$ cat src/rtl/sha_seq.sv
// sha_seq: sequences a multi-block SHA-256 job. Message words are read from
// memory, streamed into a SHA peripheral, the peripheral is polled for block
// completion, and the final digest is read back into hash_o.
// Optional feature: define SHA_SEQ_TIMEOUT_EN to bound the completion poll
// (256 consecutive not-done reads set the sticky err_o and end the job).
module sha_seq (
   input  logic         CLK_I,
   input  logic         RST_I,
   input  logic         start_i,
   input  logic [31:0]  src_adr_i,
   input  logic [7:0]   nblk_i,
   output logic         busy_o,
   output logic         done_o,
   output logic         err_o,
   output logic [255:0] hash_o,
   output logic         MEM_STB_O,
   output logic [31:0]  MEM_ADR_O,
   input  logic         MEM_ACK_I,
   input  logic [31:0]  MEM_DAT_I,
   output logic         M_STB_O,
   output logic         M_WE_O,
   output logic [4:0]   M_ADR_O,
   output logic [31:0]  M_DAT_O,
   input  logic         M_ACK_I,
   input  logic [31:0]  M_DAT_I
);

   localparam logic [4:0] REG_CMD  = 5'h00;
   localparam logic [4:0] REG_DIN  = 5'h04;
   localparam logic [4:0] REG_HASH = 5'h08;

   typedef enum logic [2:0] {IDLE, INIT, FETCH, FEED, POLL, READ, FIN} state_t;

   state_t         state_r;
   logic [31:0]    blk_adr_r;
   logic [7:0]     blk_left_r;
   logic [3:0]     word_cnt_r;
   logic [2:0]     hash_cnt_r;
   logic [31:0]    word_r;
   logic           busy_r;
   logic           done_r;
   logic [255:0]   hash_r;
   logic           mem_stb_r;
   logic [31:0]    mem_adr_r;
   logic           m_stb_r;
   logic           m_we_r;
   logic [4:0]     m_adr_r;
   logic [31:0]    m_dat_r;
`ifdef SHA_SEQ_TIMEOUT_EN
   logic           err_r;
   logic [7:0]     poll_cnt_r;
`endif

   // Job sequencer: every bus strobe is raised from a state where it is low,
   // so each acknowledged transaction is followed by at least one idle cycle.
   always_ff @(posedge CLK_I or posedge RST_I) begin
      if (RST_I) begin
         state_r    <= IDLE;
         blk_adr_r  <= 32'd0;
         blk_left_r <= 8'd0;
         word_cnt_r <= 4'd0;
         hash_cnt_r <= 3'd0;
         word_r     <= 32'd0;
         busy_r     <= 1'b0;
         done_r     <= 1'b0;
         hash_r     <= 256'd0;
         mem_stb_r  <= 1'b0;
         mem_adr_r  <= 32'd0;
         m_stb_r    <= 1'b0;
         m_we_r     <= 1'b0;
         m_adr_r    <= 5'd0;
         m_dat_r    <= 32'd0;
`ifdef SHA_SEQ_TIMEOUT_EN
         err_r      <= 1'b0;
         poll_cnt_r <= 8'd0;
`endif
      end else begin
         done_r <= 1'b0;
         case (state_r)
            IDLE: begin
               if (start_i) begin
                  blk_adr_r  <= src_adr_i;
                  blk_left_r <= nblk_i;
                  word_cnt_r <= 4'd0;
                  hash_cnt_r <= 3'd0;
                  busy_r     <= 1'b1;
`ifdef SHA_SEQ_TIMEOUT_EN
                  err_r      <= 1'b0;
`endif
                  if (nblk_i != 8'd0) begin
                     // Init command goes out in the first INIT cycle.
                     state_r <= INIT;
                     m_stb_r <= 1'b1;
                     m_we_r  <= 1'b1;
                     m_adr_r <= REG_CMD;
                     m_dat_r <= 32'h0000_0001;
                  end else begin
                     state_r <= FIN;
                  end
               end else begin
                  state_r <= IDLE;
               end
            end
            INIT: begin
               if (m_stb_r && M_ACK_I) begin
                  m_stb_r <= 1'b0;
                  m_we_r  <= 1'b0;
                  state_r <= FETCH;
               end else begin
                  state_r <= INIT;
               end
            end
            FETCH: begin
               if (!mem_stb_r) begin
                  mem_stb_r <= 1'b1;
                  mem_adr_r <= blk_adr_r + {26'd0, word_cnt_r, 2'b00};
               end else if (MEM_ACK_I) begin
                  mem_stb_r <= 1'b0;
                  word_r    <= MEM_DAT_I;
                  state_r   <= FEED;
               end else begin
                  state_r   <= FETCH;
               end
            end
            FEED: begin
               if (!m_stb_r) begin
                  m_stb_r <= 1'b1;
                  m_we_r  <= 1'b1;
                  m_adr_r <= REG_DIN;
                  m_dat_r <= word_r;
               end else if (M_ACK_I) begin
                  m_stb_r    <= 1'b0;
                  m_we_r     <= 1'b0;
                  word_cnt_r <= word_cnt_r + 4'd1;
                  if (word_cnt_r == 4'd15) begin
                     state_r <= POLL;
`ifdef SHA_SEQ_TIMEOUT_EN
                     poll_cnt_r <= 8'd0;
`endif
                  end else begin
                     state_r <= FETCH;
                  end
               end else begin
                  state_r <= FEED;
               end
            end
            POLL: begin
               if (!m_stb_r) begin
                  m_stb_r <= 1'b1;
                  m_we_r  <= 1'b0;
                  m_adr_r <= REG_CMD;
                  m_dat_r <= 32'd0;
               end else if (M_ACK_I) begin
                  m_stb_r <= 1'b0;
                  if (M_DAT_I[1]) begin
                     if (blk_left_r != 8'd1) begin
                        // Next block sits 64 bytes further on, wrapping at 2^32.
                        blk_left_r <= blk_left_r - 8'd1;
                        blk_adr_r  <= blk_adr_r + 32'd64;
                        state_r    <= FETCH;
                     end else begin
                        hash_cnt_r <= 3'd0;
                        state_r    <= READ;
                     end
                  end else begin
`ifdef SHA_SEQ_TIMEOUT_EN
                     if (poll_cnt_r == 8'd255) begin
                        err_r   <= 1'b1;
                        state_r <= FIN;
                     end else begin
                        poll_cnt_r <= poll_cnt_r + 8'd1;
                        state_r    <= POLL;
                     end
`else
                     state_r <= POLL;
`endif
                  end
               end else begin
                  state_r <= POLL;
               end
            end
            READ: begin
               if (!m_stb_r) begin
                  m_stb_r <= 1'b1;
                  m_we_r  <= 1'b0;
                  m_adr_r <= REG_HASH;
                  m_dat_r <= 32'd0;
               end else if (M_ACK_I) begin
                  // H0 arrives first and ends up in the top word after eight shifts.
                  m_stb_r    <= 1'b0;
                  hash_r     <= {hash_r[223:0], M_DAT_I};
                  hash_cnt_r <= hash_cnt_r + 3'd1;
                  if (hash_cnt_r == 3'd7) begin
                     state_r <= FIN;
                  end else begin
                     state_r <= READ;
                  end
               end else begin
                  state_r <= READ;
               end
            end
            FIN: begin
               done_r  <= 1'b1;
               busy_r  <= 1'b0;
               state_r <= IDLE;
            end
            default: begin
               m_stb_r   <= 1'b0;
               mem_stb_r <= 1'b0;
               state_r   <= IDLE;
            end
         endcase
      end
   end

   assign busy_o    = busy_r;
   assign done_o    = done_r;
   assign hash_o    = hash_r;
   assign MEM_STB_O = mem_stb_r;
   assign MEM_ADR_O = mem_adr_r;
   assign M_STB_O   = m_stb_r;
   assign M_WE_O    = m_we_r;
   assign M_ADR_O   = m_adr_r;
   assign M_DAT_O   = m_dat_r;
`ifdef SHA_SEQ_TIMEOUT_EN
   assign err_o     = err_r;
`else
   assign err_o     = 1'b0;
`endif

endmodule

$ cat config.mk
export PLATFORM = sky130hd
export DESIGN_NAME = sha_seq
export DESIGN_NICKNAME = d
export VERILOG_FILES = /design/src/rtl/sha_seq.sv
export SDC_FILE = /design/constraint.sdc
export NUM_CORES = 1
export LEC_CHECK = 0
export CORE_ASPECT_RATIO = 1.2
export CORE_MARGIN = 1.5
export CORE_UTILIZATION = 30
export DETAILED_ROUTE_END_ITERATION = 6
export MAX_ROUTING_LAYER = met4
export SKIP_LAST_GASP = 1
export SYNTH_ARGS = -nofsm -noshare
export SYNTH_HDL_FRONTEND = slang
export SYNTH_SLANG_ARGS = --single-unit
export TNS_END_PERCENT = 20
$ cat constraint.sdc
create_clock -name CLK_I -period 28.1 [get_ports CLK_I]
set_clock_uncertainty 0.2 [all_clocks]
set_input_delay 4.215 -clock CLK_I [delete_from_list [all_inputs] [get_ports CLK_I]]
set_output_delay 4.215 -clock CLK_I [all_outputs]
set_load 0.03 [all_outputs]
==> summary.txt, run 1 <==
Finish
  • Fraction of layout cells with a size suffix above 1: 0.2267
  • Filler cell count: 5,313
  • Nets: 1,819
  • Final core utilization: 0.4188
  • Final std cells w/o fill: 2,457
  • Syn-to-layout area delta: 38.16%

Power
  • Worst vdd ir: 0.06155 mV
  • PwrDens: 74.30 nW/um^2
  • Leak: 10.47 nW

Drt
  • Vias: 11,800
  • Final ANT Viol Nets: 0
  • Wire per inst: 18.87 um
  • Routed WL: 46.35 mm
  • First-pass DRT Iterations: 5
  • Initial DRC Count: 805
  • Vias/cell: 4.803
  • DRC Markers: 0

STA
  • Worst setup margin: 20,960 ps
  • Slew margin rel.: 0.2821
  • Fmax: 140.1 MHz
  • Final period util: 0.2540
  • RSZ-0062 raised after global routing: false
  • Hold Violations, Final: 0
  • Worst Tran Pin Value: 1077 ps
  • Tmin final: 7138 ps
  • Setup TNS: 0 ps
  • Slew Limit Fails: 0
  • Endpoints failing setup: 0

Logic synthesis
  • Seq/Total Area, Yosys: 0.6031
  • Synth Register Bits: 409
  • Synth Area per Inst: 13.19 sq um
  • Netlist Area Pre-Place: 16,970 sq um
  • Post-synth EDFFs: 0
  • Post-synth top area cell: dfrtp_1
  • Ys Warns: 0
  • Top-area cell type share of the netlist area: 0.6031
  • Gate Count Post-Synth: 1,287
  • Async SR Flop Fraction: 1.000
  • Unique cell type count in the Yosys netlist: 71
  • Prevailing post-synth register cell: dfrtp_1
  • Synth area leaders: dfrtp_1, mux2_2, o21ai_0

Clocking
  • Worst-Skew Late Latency: 570 ps
  • H-tree Lvls: 2
  • CTS resizes: 0
  • Root Driver: clkbuf_16
  • CTS max path bufs: 3
  • CTS sink cnt: 409
  • Hold-fix buffers, CTS: 0
  • Setup Buffers After CTS: 0
  • CTS tree: yes
  • Reg clk slew, reported paths: 60 ps
  • Num CTS Buffers: 46

Global route
  • Largest net degree at the start of global routing: 174
  • Initial antenna violation count: 2
  • Grt ovf: 0
  • GRT Total Usage: 0.1608
  • Vias in the first global route: 11,880
  • First-pass GRT wire length: 71.15 mm

Setup path
  • WP data arrival: 7390 ps
  • Crit end category: flop
  • Startpoint types: input port
  • Crit Reg-Reg Startpoint: state_r[1]$_DFFE_PP0P_
  • RR Endpoint: hash_o[215]$_DFFE_PP0P_
  • Worst path cell trace: clkdlybuf4s50_1 > nand4_1 > buf_12 > buf_4 > mux2_2
  • CP required: 28,350 ps
  • Worst-path fanout max: 173
  • Crit-path slowest cell: buf_4
  • Buf/Inv on CP: 3
  • Cells on worst reg2reg path: 5
  • Crit path max-delay family: buffers and inverters
  • Worst path max stage delay: 950 ps
  • Critical path type: in -> reg
  • R2R Setup Slk: 24,150 ps

Floorplan
  • I/O pins: 440
  • Cell row count: 95
  • Full die area: 58,010 sq um
  • Die Wd: 220.1 um
  • Core Area: 55,980 sq um
  • Die Y: 263.5 um
  • Initial Util: 0.3031

Worst hold path
  • Hold-critical path endpoint: MEM_ADR_O[1]$_DFFE_PP0P_
  • Worst Hold Path Cells: 2
  • Class of the worst hold path: reg -> reg
  • HP Start: blk_adr_r[1]$_DFFE_PP0P_

Placed design
  • Cells after DPL: 2,378
  • Final HPWL DP: 32.52 mm
  • PortBufs: 435
  • GP Congestion: 0.8137
  • Place WS: 20,480 ps

Status
  • Status: complete, no violations

Run
  • Max-Cap Viols: 0
==> per-layer routing <==
metal	share of wire	wire length (um)	GRT usage	up-vias
met1	0.42	19240	0.1936	5886
met5	0	0	-	-
met2	0.50	23090	0.2695	366
met3	0.065	3002	0.03686	65
met4	0.022	1018	0.04174	0
li1	-	-	-	5483
==> through the flow <==
stage / hold WS (ps) / cell area (sq um) / total power [mW]
after floorplan: 234.8 / 16980 / 1.027
after global placement: 248.4 / 22010 / 1.173
after detailed placement: 255.9 / 22010 / 1.184
after CTS: 272.7 / 23440 / 1.770
after global routing: 296.5 / 23450 / 1.842
final: 268.1 / 23450 / 1.742
==> registers in the layout, summed over array words and instances (netlist names), 4 cells and up <==
register	count
hash_o	256
MEM_ADR_O	32
M_DAT_O	32
blk_adr_r	32
word_r	32
blk_left_r	8
word_cnt_r	4
==> synthesized netlist by cell type, types with 5 or more instances <==
cell type  count
a2bb2oi_1      5
o22a_1         9
o31ai_1        5
a211oi_1       7
a22o_1        32
ha_1          10
nand4_1       11
buf_4          5
xnor2_1       18
nor4_1         6
nor2_1        32
nand3_1       20
o21ai_0       70
nor3_1        20
nor2b_1        6
buf_2          7
dfrtp_1      409
xor2_1         9
a31oi_1        6
clkbuf_1      66
o32ai_1        5
o22ai_1       11
inv_1         14
mux2_2       294
nand2_1       79
a21oi_1       49
==> cells by family after synthesis <==
family / Yosys count / share of synthesized area
xor+xnor: 27 / 0.01394
flops: 409 / 0.6031
compound gates: 234 / 0.09106
other cells: 1 / 0.0002210
fa+ha+maj: 11 / 0.008553
mux: 298 / 0.1974
buf+inv: 103 / 0.02691
simple gates: 204 / 0.05876
==> worst register-to-register path: stages, from the launching register on <==
cell	delay [ps]
dfrtp_1	940
nor2b_1	250
nand4_1	220
buf_12	520
buf_4	1250
mux2_2	460
==> cell usage in the layout, fill, tap and decap left out, drive strengths merged, types with 7 or more instances in the layout <==
cell type,synthesis,final
inv,14,17
o22ai,11,11
a21oi,50,50
clkdlybuf4s50,0,435
nor2,32,32
o22a,9,9
a22o,32,32
dfrtp,409,409
xnor2,18,18
ha,10,10
a31oi,7,7
nand2,79,79
o21ai,73,73
clkbuf,67,68
a211oi,7,7
buf,21,14
nand4,11,11
nand3,21,21
clkinv,1,7
xor2,9,9
nor3,20,20
mux2,294,294
==> where the power goes <==
part | leakage (nW) | switching [mW] | internal [mW] | total, mW
sequential | 5.45 | 0.0838 | 0.678 | 0.761
combinational | 4.32 | 0.227 | 0.180 | 0.407
clock | 0.700 | 0.244 | 0.330 | 0.573
total | 10.5 | 0.555 | 1.19 | 1.74
==> cell type report <==
class | count | area [sq um] | area share
diodes | 1 | 2.502 | 0.0001067
well taps | 727 | 909.6 | 0.03880
inverters | 15 | 63.81 | 0.002722
clock inverters | 10 | 96.34 | 0.004109
flip-flops and latches | 409 | 10230 | 0.4365
multi-input cells | 778 | 6321 | 0.2696
repair buffers | 449 | 4484 | 0.1913
clock buffers | 68 | 1334 | 0.05689
==> how the worst max path moves through the flow <==
| stage | from | end | slack (ps) | cells after the start |
|---|---|---|---|---|
| 6_report | M_ACK_I | hash_o[215]$_DFFE_PP0P_ | 20960 | 5 |
| 2_1_floorplan | RST_I | MEM_ADR_O[0]$_DFFE_PP0P_ | 12310 | 1 |
| 4_1_cts | M_ACK_I | hash_o[206]$_DFFE_PP0P_ | 21090 | 5 |
| 5_1_grt | M_ACK_I | hash_o[207]$_DFFE_PP0P_ | 20820 | 5 |
| 3_5_place_dp | M_ACK_I | hash_o[213]$_DFFE_PP0P_ | 20480 | 5 |
| 3_3_place_gp | M_ACK_I | hash_o[245]$_DFFE_PP0P_ | 20490 | 5 |
Power figures use the tool's default switching activity.
==> inputs of run 2 (changes only) <==
==> constraint.sdc (replaced) <==
create_clock -name CLK_I -period 6.06 [get_ports CLK_I]
set_clock_uncertainty 0.2 [all_clocks]
set_input_delay 0.909 -clock CLK_I [delete_from_list [all_inputs] [get_ports CLK_I]]
set_output_delay 0.909 -clock CLK_I [all_outputs]
set_load 0.03 [all_outputs]
==> run 2 against run 1 <==
Final cell count up 0.41%. Global-route usage up 0.18 points. Largest power group unchanged. Setup slack worse by 18000 ps. First-iteration DRC count down 19%. Total power rose to 4.8 times the previous value. Utilization up 0.35 points. Critical endpoint is now M_STB_O. Sequential share of layout area down 0.36 points.
==> summary.txt, run 2 (same netlist as run 1, synthesis figures left out) <==
Clocking
  • Setup Buffers After CTS: 0
  • Num CTS Buffers: 46
  • CTS resizes: 0
  • Root Driver: clkbuf_16
  • CTS sink cnt: 409
  • H-tree Lvls: 2
  • Worst-Skew Late Latency: 570 ps
  • Hold-fix buffers, CTS: 0
  • CTS tree: yes
  • Reg clk slew, reported paths: 60 ps
  • CTS max path bufs: 3

Worst hold path
  • Class of the worst hold path: reg -> reg

Floorplan
  • Core Area: 55,980 sq um
  • Full die area: 58,010 sq um
  • I/O pins: 440
  • Initial Util: 0.3031
  • Cell row count: 95
  • Die Wd: 220.1 um
  • Die Y: 263.5 um

Setup path
  • Worst Setup SP: M_STB_O$_DFFE_PP0P_
  • Buf/Inv on CP: 1
  • Cells on worst reg2reg path: 4
  • Crit end category: output pin
  • WP depth: 1
  • RR Endpoint: hash_o[17]$_DFFE_PP0P_
  • End point of the critical path: M_STB_O
  • Crit Reg-Reg Startpoint: state_r[0]$_DFFE_PP0P_
  • Critical path type: reg -> out
  • R2R Setup Slk: 2740 ps
  • Worst path max stage delay: 910 ps
  • Worst-path fanout max: 20
  • WP data arrival: 2340 ps
  • CP required: 4950 ps
  • Startpoint types: flop
  • Crit-path slowest cell: clkdlybuf4s50_1
  • Worst path cell trace: clkdlybuf4s50_1
  • Crit path max-delay family: buffers and inverters

Power
  • Worst vdd ir: 0.2471 mV
  • Seq pwr share: 0.425
  • Comb pwr share: 0.229
  • PwrDens: 350.7 nW/um^2
  • Leak: 10.55 nW
  • Clock Power Share: 0.347
  • P_int: 5.722 mW
  • Net Switching: 2.569 mW
  • Sw Ratio: 0.3099

Finish
  • Commonest cells after routing, fill and taps aside: clkdlybuf4s50_1, dfrtp_1, mux2_2
  • Nets: 1,823
  • Most common cell after layout, fill and taps aside: clkdlybuf4s50_1
  • Fraction of layout cells with a size suffix above 1: 0.2297
  • Filler cell count: 5,232
  • Finished layout cell area: 23,640 sq um
  • Syn-to-layout area delta: 39.31%
  • Final std cells w/o fill: 2,467
  • Max reg flops: 256

Placed design
  • PortBufs: 435
  • Final HPWL DP: 32.44 mm
  • Post-Place Cell Area: 22,060 sq um
  • GP Congestion: 0.7962
  • Cells after DPL: 2,382

STA
  • Slew margin rel.: 0.3910
  • Fmax: 290.2 MHz
  • Final period util: 0.5686
  • Endpoints failing setup: 0
  • RSZ-0062 raised after global routing: false
  • Hold Violations, Final: 0
  • Worst Tran Pin Value: 913.5 ps
  • Tmin final: 3446 ps
  • Slew Limit Fails: 0

Global route
  • Grt ovf: 0
  • Initial antenna violation count: 3
  • Largest net degree at the start of global routing: 154
  • GRT Total Usage: 0.1626
  • First-pass GRT wire length: 71.97 mm
  • Vias in the first global route: 12,130

Drt
  • Final ANT Viol Nets: 0
  • First-pass DRT Iterations: 4
  • Vias: 11,840
  • Initial DRC Count: 650
  • Wire per inst: 18.69 um
  • Vias/cell: 4.799
  • Routed WL: 46.12 mm
  • DRC Markers: 0

Status
  • Status: complete, no violations

Run
  • Max-Cap Viols: 0
-- run 2: worst min path at each step --
stage                                    startpoint  cells past startpoint  slack (ps)                   endpoint
after floorplan            blk_adr_r[0]$_DFFE_PP0P_                      2         230   MEM_ADR_O[0]$_DFFE_PP0P_
final                      blk_adr_r[0]$_DFFE_PP0P_                      2         270   MEM_ADR_O[0]$_DFFE_PP0P_
after global placement     blk_adr_r[0]$_DFFE_PP0P_                      2         240   MEM_ADR_O[0]$_DFFE_PP0P_
after detailed placement   blk_adr_r[0]$_DFFE_PP0P_                      2         260   MEM_ADR_O[0]$_DFFE_PP0P_
after global routing      MEM_ADR_O[13]$_DFFE_PP0P_                      2         310  MEM_ADR_O[13]$_DFFE_PP0P_
after CTS                  blk_adr_r[0]$_DFFE_PP0P_                      2         280   MEM_ADR_O[0]$_DFFE_PP0P_
-- run 2: power groups by stage --
stage          Combinational [mW]  Clock [mW]  Sequential (mW)
6_report                     1.89        2.87             3.52
5_1_grt                      2.09        3.10             3.59
4_1_cts                      1.93        2.99             3.52
3_5_place_dp                 1.92           0             3.57
3_3_place_gp                 1.89           0             3.55
2_1_floorplan                1.04           0             3.73
-- run 2: stage by stage --
| stage | utilization | hold slack [ps] | setup WS, ps | power [mW] | TNS, ps |
|---|---|---|---|---|---|
| after floorplan | - | 234.8 | -560.6 | 4.765 | -229310 |
| after global placement | 0.3941 | 243.8 | 2389 | 5.443 | 0 |
| after detailed placement | 0.3941 | 259.7 | 2341 | 5.490 | 0 |
| after CTS | 0.4221 | 275.5 | 2547 | 8.442 | 0 |
| after global routing | 0.4223 | 310.4 | 2492 | 8.782 | 0 |
| final | 0.4223 | 269.4 | 2614 | 8.291 | 0 |
-- run 2: cell type report --
type	count	area (sq um)	area share
antenna	3	7.507	0.0003175
multi-input combinational	778	6321	0.2674
clock inverter	14	234.0	0.009897
clock buffer	68	1335	0.05647
tap	727	909.6	0.03848
sequential	409	10230	0.4329
timing repair buffer	453	4539	0.1920
inverter	15	60.06	0.002540
-- run 2: per-layer routing --
| metal | part of all wire | vias up | track usage |
|---|---|---|---|
| li1 | - | 5493 | - |
| met1 | 0.40 | 5906 | 0.1921 |
| met2 | 0.50 | 362 | 0.2706 |
| met3 | 0.069 | 78 | 0.03894 |
| met4 | 0.028 | 0 | 0.05295 |
| met5 | 0 | - | - |
==> inputs of run 3 (changes only) <==
==> constraint.sdc (replaced) <==
create_clock -name CLK_I -period 2.9 [get_ports CLK_I]
set_clock_uncertainty 0.2 [all_clocks]
set_input_delay 0.435 -clock CLK_I [delete_from_list [all_inputs] [get_ports CLK_I]]
set_output_delay 0.435 -clock CLK_I [all_outputs]
set_load 0.03 [all_outputs]
==> run 3 against run 2 <==
Combinational power up 120%. Register-to-register slack lost 2500 ps. Critical path depth increased by 5. Worst hold slack worse by 150 ps. Via count increased by 1.3%. Critical endpoint is now blk_adr_r[15]$_DFFE_PP0P_. Sequential power grew 110%.
==> summary.txt, run 3 (same netlist as run 1, synthesis figures left out) <==
Drt
  • First-pass DRT Iterations: 7
  • Routed WL: 46.37 mm
  • Vias: 11,990
  • Final ANT Viol Nets: 0
  • Wire per inst: 18.55 um
  • DRC Markers: 0
  • Initial DRC Count: 710
  • Vias/cell: 4.798

Global route
  • Largest net degree at the start of global routing: 66
  • Grt ovf: 0
  • GRT Total Usage: 0.1634
  • Vias in the first global route: 12,330
  • Initial antenna violation count: 2
  • First-pass GRT wire length: 72.61 mm

Status
  • Status: complete, no violations

Power
  • Leak: 10.79 nW
  • Tot Pwr: 17.26 mW
  • PwrDens: 717.4 nW/um^2
  • Sw Ratio: 0.3108
  • Net Switching: 5.365 mW
  • Comb pwr share: 0.245
  • Seq pwr share: 0.423
  • Worst vdd ir: 0.5804 mV
  • Clock Power Share: 0.331
  • P_int: 11.89 mW

Floorplan
  • Cell row count: 95
  • Full die area: 58,010 sq um
  • Initial Util: 0.3031
  • Die Y: 263.5 um
  • Die Wd: 220.1 um
  • I/O pins: 440
  • Core Area: 55,980 sq um

STA
  • RSZ-0062 raised after global routing: false
  • Hold Violations, Final: 0
  • Slew margin rel.: 0.5063
  • Worst Tran Pin Value: 732.8 ps
  • Fmax: 378.8 MHz
  • Endpoints failing setup: 0
  • Final period util: 0.9104
  • Worst setup margin: 259.9 ps
  • Slew Limit Fails: 0
  • Tmin final: 2640 ps

Placed design
  • Place WS: 124.9 ps
  • Final HPWL DP: 34.08 mm
  • Post-Place Cell Area: 22,570 sq um
  • PortBufs: 435
  • GP Congestion: 0.8204
  • Cells after DPL: 2,421

Setup path
  • Critical path type: reg -> reg
  • Crit end category: flop
  • Worst path cell trace: or4_4 > or4b_1 > a31o_1 > buf_12 > o21a_1 > o22a_1
  • Crit-path slowest cell: or4_4
  • Worst path max stage delay: 540 ps
  • Startpoint types: flop
  • Worst-path fanout max: 30
  • CP required: 3150 ps
  • WP data arrival: 2890 ps

Clocking
  • CTS tree: yes
  • Worst-Skew Late Latency: 560 ps
  • CTS max path bufs: 3
  • CTS resizes: 0
  • Reg clk slew, reported paths: 60 ps
  • H-tree Lvls: 2
  • Hold-fix buffers, CTS: 0
  • Num CTS Buffers: 45
  • CTS sink cnt: 409
  • Setup Buffers After CTS: 0
  • Root Driver: clkbuf_16

Finish
  • Storage cell area: 10,230 sq um
  • Finished layout cell area: 24,060 sq um
  • Most common cell after layout, fill and taps aside: clkdlybuf4s50_1
  • Multi-input logic area: 6321 sq um
  • Filler cell count: 5,268
  • Commonest cells after routing, fill and taps aside: clkdlybuf4s50_1, dfrtp_1, mux2_2
  • Fraction of layout cells with a size suffix above 1: 0.2473
  • Syn-to-layout area delta: 41.76%
  • Nets: 1,861
  • Max reg flops: 256
  • Final std cells w/o fill: 2,499
  • Final core utilization: 0.4297

Worst hold path
  • Class of the worst hold path: in -> async

Run
  • Max-Cap Viols: 0
[run 3: changes by cell type in the layout (fill, tap and decap cells not counted), moves of 2 or more]
cell and change:
buf_12 +17, buf_4 +22, bufinv_16 -3, clkbuf_1 -5
clkbuf_8 +6, clkinv_2 +3, clkinv_4 -2, clkinvlp_4 -2
diode_2 -2
[run 3: worst max-delay path, delay by kind of cell, from the launching register on]
kind                   cells  cell delay (ps)
AO/OA/AOI/OAI              3              640
buffers and inverters      1              220
flip-flops                 1              420
AND/OR/NAND/NOR            2             1040
[run 3: worst paths after layout]
| check | end | slack, ps | depth (start not counted) | start |
|---|---|---|---|---|
| max in group asynchronous | hash_o[164]$_DFFE_PP0P_ | 1480 | 4 | RST_I |
| hold reg to reg | MEM_ADR_O[11]$_DFFE_PP0P_ | 270 | 2 | MEM_ADR_O[11]$_DFFE_PP0P_ |
| setup / recovery | blk_adr_r[15]$_DFFE_PP0P_ | 260 | 6 | blk_left_r[4]$_DFFE_PP0P_ |
| min in group CLK_I | MEM_ADR_O[11]$_DFFE_PP0P_ | 270 | 2 | MEM_ADR_O[11]$_DFFE_PP0P_ |
| setup reg to reg | blk_adr_r[15]$_DFFE_PP0P_ | 260 | 6 | blk_left_r[4]$_DFFE_PP0P_ |
| hold / removal | MEM_ADR_O[2]$_DFFE_PP0P_ | 120 | 2 | RST_I |
[run 3: power groups by stage]
stage / logic, mW / registers, mW / clock network [mW]
after floorplan: 2.17 / 7.79 / 0
after global placement: 4.20 / 7.36 / 0
after detailed placement: 4.28 / 7.39 / 0
after CTS: 4.30 / 7.30 / 5.92
after global routing: 4.64 / 7.44 / 6.15
final: 4.23 / 7.31 / 5.72
[run 3: final cells by class]
type | count | share of cell area
antenna | 1 | 0.0001040
clock buffer | 68 | 0.05711
clock inverter | 9 | 0.004577
inverter | 15 | 0.002496
multi-input combinational | 778 | 0.2628
sequential | 409 | 0.4254
tap | 727 | 0.03781
timing repair buffer | 492 | 0.2097
[run 3: per-layer routing]
metal	GRT usage	part of all wire	routed length, um	vias to the layer above
met5	-	0	0	-
met4	0.04357	0.023	1060	0
met3	0.03790	0.065	2995	65
met2	0.2753	0.51	23520	355
met1	0.1949	0.41	18790	6003
li1	-	-	-	5566
[run 3: through the flow]
| step | TNS [ps] | hold slack, ps |
|---|---|---|
| finish | 0 | 121.8 |
| global route | 0 | 148.3 |
| CTS | 0 | 124.9 |
| detailed placement | 0 | 271.2 |
| global placement | 0 | 245.2 |
| floorplan | -1327880 | 234.8 |
